<file path="src/rtl/hplvds_pkg.sv">
// HPLVDS transmit link controller shared types and constants.
// State encoding, framing bytes and the preamble pattern helper.
package hplvds_pkg;

  typedef enum logic [2:0] {
    ST_OFF,
    ST_SETTLE,
    ST_IDLE,
    ST_PRE,
    ST_SYNC,
    ST_DATA,
    ST_TAIL,
    ST_GAP
  } state_e;

  localparam logic [7:0] SYNC_BYTE  = 8'hBC;
  localparam logic [7:0] EOF_BYTE   = 8'hFD;
  localparam logic [7:0] ABORT_BYTE = 8'hF7;

  localparam logic PRE_START_BIT = 1'b1;

  // Eight alternating bits, LSB first, beginning with the start bit.
  // Eight is even, so reloading keeps the alternation unbroken.
  function automatic logic [7:0] pre_word(input logic start);
    return start ? 8'h55 : 8'hAA;
  endfunction

endpackage

</file>
<file path="src/rtl/hplvds_tx_shifter.sv">
// HPLVDS byte serializer: LSB-first shift register with bit counter.
// Bit 0 of the register drives the pad data line directly.
module hplvds_tx_shifter (
  input  logic       i_clk,
  input  logic       i_rst,
  input  logic       i_clr,
  input  logic       i_load,
  input  logic [7:0] i_data,
  input  logic       i_last,
  input  logic       i_shift,
  output logic       o_bit,
  output logic       o_bit7,
  output logic       o_last
);

  logic [7:0] r_sr;
  logic [2:0] r_cnt;
  logic       r_last;

  // Load a byte, or shift one bit out per cycle; counter wraps 7->0.
  always_ff @(posedge i_clk) begin
    if (i_rst || i_clr) begin
      r_sr   <= '0;
      r_cnt  <= '0;
      r_last <= 1'b0;
    end else if (i_load) begin
      r_sr   <= i_data;
      r_cnt  <= '0;
      r_last <= i_last;
    end else if (i_shift) begin
      r_sr  <= {1'b0, r_sr[7:1]};
      r_cnt <= r_cnt + 3'd1;
    end
  end

  assign o_bit  = r_sr[0];
  assign o_bit7 = (r_cnt == 3'd7);
  assign o_last = r_last;

endmodule

</file>
<file path="src/rtl/hplvds_tx_link_ctrl.sv">
// HPLVDS transmit link controller: pad power sequencing and framing.
// Preamble, SYNC, payload, EOF/ABORT, then an enforced idle gap.
module hplvds_tx_link_ctrl
  import hplvds_pkg::*;
#(
  parameter int SETTLE_CYCLES = 64,
  parameter int PREAMBLE_LEN  = 8,
  parameter int GAP_CYCLES    = 16
) (
  input  logic       CLK_I,
  input  logic       RST_I,
  input  logic       ENABLE_I,
  input  logic       POL_I,
  input  logic [3:0] BIAS_I,
  input  logic [3:0] VCM_I,
  input  logic [7:0] DATA_I,
  input  logic       VALID_I,
  input  logic       LAST_I,
  output logic       READY_O,
  output logic       TX_EN_O,
  output logic       TX_VCM_EN_O,
  output logic       TX_EI_O,
  output logic       TX_POL_O,
  output logic [3:0] TX_BIAS_O,
  output logic [3:0] TX_VCM_O,
  output logic       DO_O,
  output logic       LINK_UP_O,
  output logic       BUSY_O,
  output logic       UNDERRUN_O
);

  localparam int TM0 = (SETTLE_CYCLES > GAP_CYCLES) ?
                       SETTLE_CYCLES : GAP_CYCLES;
  localparam int TMAX = (TM0 > PREAMBLE_LEN) ? TM0 : PREAMBLE_LEN;
  localparam int TW = $clog2(TMAX + 1);

  localparam logic [TW-1:0] SET_LAST = TW'(SETTLE_CYCLES - 1);
  localparam logic [TW-1:0] PRE_LAST = TW'(PREAMBLE_LEN - 1);
  localparam logic [TW-1:0] GAP_LAST = TW'(GAP_CYCLES - 1);

  state_e        r_state;
  state_e        w_state_n;
  logic [TW-1:0] r_tmr;

  logic          r_tx_en;
  logic          r_ei;
  logic          r_link_up;
  logic          r_busy;
  logic          r_unr;
  logic          r_pol;
  logic [3:0]    r_bias;
  logic [3:0]    r_vcm;

  logic          w_load;
  logic [7:0]    w_ld_data;
  logic          w_ld_last;
  logic          w_shift;
  logic          w_clr;
  logic          w_tmr_clr;
  logic          w_tmr_inc;
  logic          w_unr;
  logic          w_ready;
  logic          w_bit;
  logic          w_bit7;
  logic          w_last;

  hplvds_tx_shifter u_shifter (
    .i_clk   (CLK_I),
    .i_rst   (RST_I),
    .i_clr   (w_clr),
    .i_load  (w_load),
    .i_data  (w_ld_data),
    .i_last  (w_ld_last),
    .i_shift (w_shift),
    .o_bit   (w_bit),
    .o_bit7  (w_bit7),
    .o_last  (w_last)
  );

  assign w_ready = ((r_state == ST_SYNC) || (r_state == ST_DATA))
                 && w_bit7 && !w_last;

  // Next state, shifter control and timer control.
  always_comb begin
    w_state_n = r_state;
    w_load    = 1'b0;
    w_ld_data = 8'h00;
    w_ld_last = 1'b0;
    w_shift   = 1'b0;
    w_clr     = 1'b0;
    w_tmr_clr = 1'b0;
    w_tmr_inc = 1'b0;
    w_unr     = 1'b0;
    if (!ENABLE_I) begin
      w_state_n = ST_OFF;
      w_clr     = 1'b1;
      w_tmr_clr = 1'b1;
    end else begin
      unique case (r_state)
        ST_OFF: begin
          w_state_n = ST_SETTLE;
          w_tmr_clr = 1'b1;
        end
        ST_SETTLE: begin
          if (r_tmr == SET_LAST) w_state_n = ST_IDLE;
          else w_tmr_inc = 1'b1;
        end
        ST_IDLE: begin
          if (VALID_I) begin
            w_state_n = ST_PRE;
            w_load    = 1'b1;
            w_ld_data = pre_word(PRE_START_BIT);
            w_tmr_clr = 1'b1;
          end
        end
        ST_PRE: begin
          if (r_tmr == PRE_LAST) begin
            w_state_n = ST_SYNC;
            w_load    = 1'b1;
            w_ld_data = SYNC_BYTE;
          end else begin
            w_tmr_inc = 1'b1;
            if (w_bit7) begin
              w_load    = 1'b1;
              w_ld_data = pre_word(PRE_START_BIT);
            end else begin
              w_shift = 1'b1;
            end
          end
        end
        ST_SYNC, ST_DATA: begin
          if (!w_bit7) begin
            w_shift = 1'b1;
          end else if (w_last) begin
            w_state_n = ST_TAIL;
            w_load    = 1'b1;
            w_ld_data = EOF_BYTE;
          end else if (VALID_I) begin
            w_state_n = ST_DATA;
            w_load    = 1'b1;
            w_ld_data = DATA_I;
            w_ld_last = LAST_I;
          end else begin
            w_state_n = ST_TAIL;
            w_load    = 1'b1;
            w_ld_data = ABORT_BYTE;
            w_unr     = 1'b1;
          end
        end
        ST_TAIL: begin
          if (w_bit7) begin
            w_state_n = ST_GAP;
            w_clr     = 1'b1;
            w_tmr_clr = 1'b1;
          end else begin
            w_shift = 1'b1;
          end
        end
        ST_GAP: begin
          if (r_tmr == GAP_LAST) w_state_n = ST_IDLE;
          else w_tmr_inc = 1'b1;
        end
        default: begin
          w_state_n = ST_OFF;
          w_clr     = 1'b1;
        end
      endcase
    end
  end

  // State, saturating timer and registered pad/status outputs.
  always_ff @(posedge CLK_I) begin
    if (RST_I) begin
      r_state   <= ST_OFF;
      r_tmr     <= '0;
      r_tx_en   <= 1'b0;
      r_ei      <= 1'b1;
      r_link_up <= 1'b0;
      r_busy    <= 1'b0;
      r_unr     <= 1'b0;
    end else begin
      r_state <= w_state_n;
      if (w_tmr_clr) r_tmr <= '0;
      else if (w_tmr_inc && (r_tmr != '1))
        r_tmr <= r_tmr + TW'(1);
      r_tx_en   <= (w_state_n != ST_OFF);
      r_ei      <= !(w_state_n inside
                     {ST_PRE, ST_SYNC, ST_DATA, ST_TAIL});
      r_link_up <= w_state_n inside
                   {ST_IDLE, ST_PRE, ST_SYNC,
                    ST_DATA, ST_TAIL, ST_GAP};
      r_busy    <= w_state_n inside
                   {ST_PRE, ST_SYNC, ST_DATA, ST_TAIL, ST_GAP};
      r_unr     <= w_unr;
    end
  end

  // Pad config tracks its inputs only while the pad is off.
  always_ff @(posedge CLK_I) begin
    if (RST_I) begin
      r_pol  <= 1'b0;
      r_bias <= '0;
      r_vcm  <= '0;
    end else if (r_state == ST_OFF) begin
      r_pol  <= POL_I;
      r_bias <= BIAS_I;
      r_vcm  <= VCM_I;
    end
  end

  assign READY_O     = w_ready;
  assign TX_EN_O     = r_tx_en;
  assign TX_VCM_EN_O = r_tx_en;
  assign TX_EI_O     = r_ei;
  assign TX_POL_O    = r_pol;
  assign TX_BIAS_O   = r_bias;
  assign TX_VCM_O    = r_vcm;
  assign DO_O        = w_bit;
  assign LINK_UP_O   = r_link_up;
  assign BUSY_O      = r_busy;
  assign UNDERRUN_O  = r_unr;

endmodule

</file>
<file path="config.mk">
export PLATFORM = sky130hd
export DESIGN_NAME = hplvds_tx_link_ctrl
export DESIGN_NICKNAME = d
export VERILOG_FILES = /design/src/rtl/hplvds_pkg.sv /design/src/rtl/hplvds_tx_shifter.sv /design/src/rtl/hplvds_tx_link_ctrl.sv
export SDC_FILE = /design/constraint.sdc
export NUM_CORES = 1
export LEC_CHECK = 0
export ABC_AREA = 0
export CORE_MARGIN = 10
export CORE_UTILIZATION = 40
export CTS_BUF_LIST = sky130_fd_sc_hd__clkbuf_4
export CTS_CLUSTER_SIZE = 20
export DETAILED_ROUTE_END_ITERATION = 12
export SETUP_SLACK_MARGIN = 0.4
export SLEW_MARGIN = 5
export SYNTH_ARGS = -nofsm -noshare
export SYNTH_HDL_FRONTEND = slang
export SYNTH_SLANG_ARGS = --single-unit
</file>
<file path="constraint.sdc">
create_clock -name CLK_I -period 2.1 [get_ports CLK_I]
set_clock_uncertainty 0.1 [all_clocks]
set_input_delay 0.42 -clock CLK_I [delete_from_list [all_inputs] [get_ports CLK_I]]
set_output_delay 0.42 -clock CLK_I [all_outputs]
set_load 0.02 [all_outputs]
</file>
Yosys cells after proc, flatten, opt, wreduce, memory -nomap -nowiden --
Cells that the tools add are included.
Cells by class: $add $sub $neg 2, $mul 0, div/mod/pow operators 0, magnitude comparators 0, equal/unequal tests 18, shifts and indexed selects 0, multiplexer cells 44, bitwise logic cells 3, reduce and logical (&&, ||, !) cells 18
Operator list (number):
- 8-bit two-way mux | 7
- 3-bit == test, second input constant | 9
- 8-bit case mux with 3 select lines | 1
- 3-bit two-way mux | 7
- 3-bit case mux with 7 select lines | 1
- 1-bit two-way mux | 20
- 7-bit two-way mux | 2
- 3-bit by 2-bit == test with 1-bit output, second input constant | 4
- 1-bit case mux with 3 select lines | 3
- 7-bit by 1-bit adder with 7-bit output, second input constant | 1
- 7-bit by 3-bit == test with 1-bit output, second input constant | 1
- 7-bit by 4-bit == test with 1-bit output, second input constant | 1
- 7-bit by 6-bit == test with 1-bit output, second input constant | 1
- 7-bit != test, second input constant | 1
- 6-bit nonzero test | 1
- 2-bit OR reduction | 3
- 5-bit nonzero test | 1
- 5-bit OR reduction | 1
- 2-bit two-way mux | 2
- 4-bit nonzero test | 1
- 3-bit by 1-bit adder with 3-bit output, second input constant | 1
- 3-bit by 1-bit == test with 1-bit output, second input constant | 1
- 1-bit logical AND | 3
- 3-bit logical NOT | 1
- 7 further kinds | 11
Storage, ports and cells: register bits after elaboration 36, bits in latches 0, memory bits (writable) 0, ROM bits 0, input bits 22, output and inout bits 17, word-level logic and storage cells 98, memories 0

Depth between registers and ports, before layout --
depth in word-level cells 8, mapped depth 8, mapped depth without buffers 7

Cells and area by module --
A second synthesis with hierarchy kept.
Unflattened totals: cell total of the unflattened synthesis 226, area total of the unflattened synthesis 1848.0 um^2
Modules (own cells, without submodules):
- hplvds_tx_link_ctrl | instances 1, cells an instance 175, area each 1296.2 um^2
- hplvds_tx_shifter | instances 1, cells an instance 51, area each 551.8 um^2

Worst setup path before layout --
OpenSTA, ideal clock, no wires.
path type register to register, from reg u_shifter.r_cnt[0], to reg u_shifter.r_sr[6], setup time 0.128 ns, data arrival time 1.789 ns, data required time 1.872 ns, slack 0.082 ns, cell stages (with the launch flop) 8, buffers on the path 0, cells stage by stage dfxtp_1 ha_1 ha_1 nand3b_1 nor2_1 nand2_1 o21ai_0 a221oi_2
Between the ends: cells in the longest elaborated chain, start to end 6, elaborated cells between the ends (all ways) 19, those cells by class 1 x eq/ne; 16 x mux; 2 x reduce/logical
RTL lines:
- start: declaration | line hplvds_tx_shifter.sv:17 | logic [2:0] r_cnt;
- start signal: assignment | line hplvds_tx_shifter.sv:32 | r_cnt <= r_cnt + 3'd1;
- 3-bit == test (*) | line hplvds_tx_shifter.sv:37 | assign o_bit7 = (r_cnt == 3'd7);
- 7-bit two-way mux, or another cell as far along | line hplvds_tx_link_ctrl.sv:123 | if (w_bit7) begin
- 8-bit two-way mux or 1-bit two-way mux (tied branches) | line hplvds_tx_link_ctrl.sv:117 | if (r_tmr == PRE_LAST) begin
- 8-bit case mux with 3 select lines, or another cell as far along | line hplvds_tx_link_ctrl.sv:99 | unique case (r_state)
- 8-bit two-way mux or 1-bit two-way mux (tied branches) | line hplvds_tx_link_ctrl.sv:94 | if (!ENABLE_I) begin
- 8-bit two-way mux or 2-bit nonzero test (tied branches)
- end signal: assignment | line hplvds_tx_shifter.sv:27 | r_sr <= i_data;
- end signal: assignment | line hplvds_tx_shifter.sv:31 | r_sr <= {1'b0, r_sr[7:1]};
- end: declaration | line hplvds_tx_shifter.sv:16 | logic [7:0] r_sr;
Mark *: on every way between the ends. The rest lies on a longest branch, timed or not. A chain may end at the register's enable or synchronous reset.

Worst setup path after layout --
from reg r_tmr[1], to reg u_shifter.r_sr[3]
Between the ends: cells in the longest elaborated chain, start to end 5, elaborated cells between the ends (all ways) 12, those cells by class 1 x eq/ne; 10 x mux; 1 x reduce/logical
RTL lines:
- start: declaration | line hplvds_tx_link_ctrl.sv:43 | logic [TW-1:0] r_tmr;
- start signal: assignment | line hplvds_tx_link_ctrl.sv:185 | r_tmr <= r_tmr + TW'(1);
- 7-bit by 3-bit == test with 1-bit output (*) | line hplvds_tx_link_ctrl.sv:117
- 8-bit two-way mux or 1-bit two-way mux (tied branches) | line hplvds_tx_link_ctrl.sv:117
- 8-bit case mux with 3 select lines, or another cell as far along | line hplvds_tx_link_ctrl.sv:99
- 8-bit two-way mux or 1-bit two-way mux (tied branches) | line hplvds_tx_link_ctrl.sv:94
- 8-bit two-way mux or 2-bit nonzero test (tied branches)
Marked as above.

==> flow_summary.json <==
{
  "setup_violations": 0,
  "grt_pass1_wl_um": 9020,
  "final_cell_count_no_fill": 351,
  "synth_top_area_share_pct": 37.7,
  "yosys-top-cells-count": "dfxtp_1, nand2_1, a21oi_1",
  "share_of_synthesized_cell_area_in_and_or_nand_and_nor_gates_pct": 24.5,
  "drt_pass1_iterations": 4,
  "synth_top_family_by_area": "simple AND/OR/NAND/NOR gates",
  "yosys_register_bits": 36,
  "antenna_violations_before_repair": 0,
  "multi_input_area_sq_um": 1310,
  "synthFlopType": "dfxtp_1",
  "top_level_ports": 39,
  "final_nets": 323,
  "vias": 1901,
  "synth_top_area_cell": "dfxtp_1",
  "synth-compound-area-share_pct": 22.4,
  "grt_pass1_vias": 1864,
  "synth_xor_xnor_area_share_pct": 0.458,
  "die_w_um": 89.2,
  "setup_cp_type": "flop to flop",
  "drv_slew": 0,
  "global_route.usage.total_pct": 14.5,
  "period_share_pct": 90.7,
  "drive_above_1_share_pct": 34.7,
  "wl_met1_um": 2570,
  "post-place-cells": 329,
  "clock_tree.buffer_depth": 2,
  "grt_start_max_net_pins": 13,
  "cp.required_ns": 2.26,
  "root_buffer": "clkbuf_4",
  "initial_utilization_pct": 40.8,
  "worst_setup_path_end_kind": "flop",
  "r2r-end": "u_shifter.r_sr[3]$_SDFFE_PP0P_",
  "antenna_diodes": 0,
  "worst-endpoint-arrival_ns": 2.06,
  "synth.net_count": 248,
  "synth_most_common_cell": "dfxtp_1",
  "topmost_layer_with_routed_signal_wires": "met4",
  "worstRegToRegCells": 7,
  "post_synth_inst_count": 222,
  "syn-mean-instance-area_sq_um": 8.62,
  "design.core.area_sq_um": 4690,
  "synth_edf_count": 0,
  "tritoncts": "yes",
  "count_of_input_and_output_buffers": 38,
  "met2_length_um": 2580,
  "grt_ovf": 0,
  "htree_levels": 2,
  "max_cap_viol_count": 0,
  "postRouteWirelength_um": 5560,
  "hold_violations": 0,
  "synth_cell_types": 57,
  "area_growth_syn_to_layout_pct": 52.3,
  "worst_hold_path.endpoint": "TX_BIAS_O[3]$_SDFFE_PP0N_",
  "synth.area.top_cells": "dfxtp_1, nand2_1, a21oi_1",
  "asyncSetResetFlopFracSynth_pct": 0,
  "worst-slew-pin-transition_ns": 0.323,
  "place_area_sq_um": 2540,
  "vdd_drop_max_mv": 0.267,
  "status": "complete, no violations",
  "sinks_on_the_clock_net": 36,
  "synth.area.mux_share_pct": 5.23,
  "critical_path.startpoint_type": "flop",
  "mappedNetlistArea_sq_um": 1910,
  "hold_start": "TX_BIAS_O[3]$_SDFFE_PP0N_",
  "post_cts_hold_buffer_count": 0,
  "power_per_cell_area_nw_per_um2": 424,
  "wl_per_cell_um": 15.8,
  "dieHeight_um": 89.2,
  "stdcell_area_sq_um": 2910,
  "ys_seq_area_share_pct": 37.7,
  "gpl.final_weighted_congestion": 0.808,
  "drcViolationCount": 0,
  "dr_wl_met3_um": 310,
  "worstHoldPathCells": 2,
  "clock_insertion_delay_worst_skew_ns": 0.35,
  "slew_headroom_pct": 78.4,
  "num_rows": 25,
  "sequential_cell_area_sq_um": 734,
  "via_per_inst": 5.42,
  "setup_repair_after_global_routing_missed_its_margin": "true",
  "clk_pin_slew_ns": 0.11,
  "ff2ff_setup_slack_ns": 0.20,
  "dieArea_sq_um": 7950,
  "fmax_mhz": 525,
  "worstHoldPathType": "flop to flop",
  "finalWorstPathRequiredPeriod_ns": 1.90,
  "drt_iter0_markers": 94,
  "ys.warnings.count": 0,
  "dp_hpwl_um": 3860,
  "p_leak_nw": 1.21,
  "synth-adder-area-share_pct": 2.62,
  "fillCellCount": 405,
  "timing.critical_path.fanout_max": 7,
  "antenna_violating_nets_post_route": 0,
  "regToRegStartpoint": "r_tmr[1]$_SDFFE_PP0P_",
  "tritoncts.num_buffers": 5
}
[kinds of logic after synthesis]
kind of cell	Yosys count
AND/OR/NAND/NOR	85
AO/OA/AOI/OAI	61
flip-flops	36
buffers and inverters	25
multiplexers	10
adder cells (fa/ha/maj)	4
XOR/XNOR	1
[routing by layer]
layer | GRT usage (%) | up-vias
met1 | 18.9 | 886
li1 | - | 957
met3 | 5.01 | 8
met2 | 21.5 | 50
met4 | 5.35 | 0
met5 | 0 | -
[state kept, by name, indices dropped and copies added (netlist names)]
register,count
BUSY_O,1
LINK_UP_O,1
TX_BIAS_O,4
TX_EI_O,1
TX_EN_O,1
TX_POL_O,1
TX_VCM_O,4
UNDERRUN_O,1
r_state,3
r_tmr,7
u_shifter.o_last,1
u_shifter.r_cnt,3
u_shifter.r_sr,8
[report_power, final]
part	internal, mW	leakage (nW)	switching [mW]
clock network	0.117	0.0261	0.230
registers	0.693	0.297	0.00729
logic	0.0956	0.888	0.0913
total	0.906	1.21	0.328
[layout by cell type, fill, tap and decap left out, types with 5 or more instances in the layout]
| cell type | count |
|---|---|
| a21oi_1 | 15 |
| a21oi_2 | 7 |
| buf_4 | 35 |
| buf_6 | 10 |
| clkbuf_4 | 5 |
| clkdlybuf4s50_1 | 20 |
| dfxtp_1 | 29 |
| dfxtp_2 | 5 |
| dlygate4sd2_1 | 17 |
| inv_1 | 6 |
| mux2i_1 | 10 |
| nand2_1 | 31 |
| nand3_1 | 6 |
| nor2_1 | 5 |
| o21ai_0 | 8 |
[through the flow]
step | hold WS, ns | util, % | setup slack (ns) | total power [mW] | setup TNS [ns]
3_5_place_dp | 0.349 | 54.1 | -0.0954 | 0.896 | -0.326
2_1_floorplan | 0.364 | - | 0.264 | 0.795 | 0
6_report | 0.357 | 62.1 | 0.196 | 1.23 | 0
4_1_cts | 0.360 | 59.3 | 0.189 | 1.24 | 0
5_1_grt | 0.380 | 62.1 | 0.111 | 1.29 | 0
3_3_place_gp | 0.342 | 54.1 | -0.0105 | 0.896 | -0.0206
[cell type report]
class,count,share of cell area (%)
clock buffers,5,1.29
clock inverters,2,0.258
inverters,9,1.16
multi-input cells,163,44.9
flip-flops and latches,36,25.2
well taps,54,2.32
repair buffers,82,24.9
[critical path: stages (launching register included)]
cell	delay [ns]
dfxtp_4	0.37
ha_4	0.15
and3b_1	0.16
buf_6	0.14
a211o_4	0.35
and2_4	0.19
mux2i_1	0.13
a221oi_1	0.23
[repair_timing]
item | in CTS | in global routing
resized for setup | 50 | 25
endpoints found under the setup margin | 40 | 25
pin swaps | 18 | 10
gates cloned | 2 | 0
setup buffers | 11 | 2
[worst max-delay path by stage]
stage,start,endpoint,slack [ns],depth (start not counted)
2_1_floorplan,r_tmr[0]$_SDFFE_PP0P_,u_shifter.r_sr[5]$_SDFFE_PP0P_,0.26,8
3_3_place_gp,VALID_I,BUSY_O$_SDFF_PP0_,-0.01,6
3_5_place_dp,VALID_I,BUSY_O$_SDFF_PP0_,-0.1,6
4_1_cts,u_shifter.r_cnt[1]$_SDFFE_PP0P_,READY_O,0.19,5
5_1_grt,r_tmr[1]$_SDFFE_PP0P_,u_shifter.r_cnt[2]$_SDFFE_PP0P_,0.11,8
6_report,r_tmr[1]$_SDFFE_PP0P_,u_shifter.r_sr[3]$_SDFFE_PP0P_,0.20,7
Power figures use the tool's default switching activity.
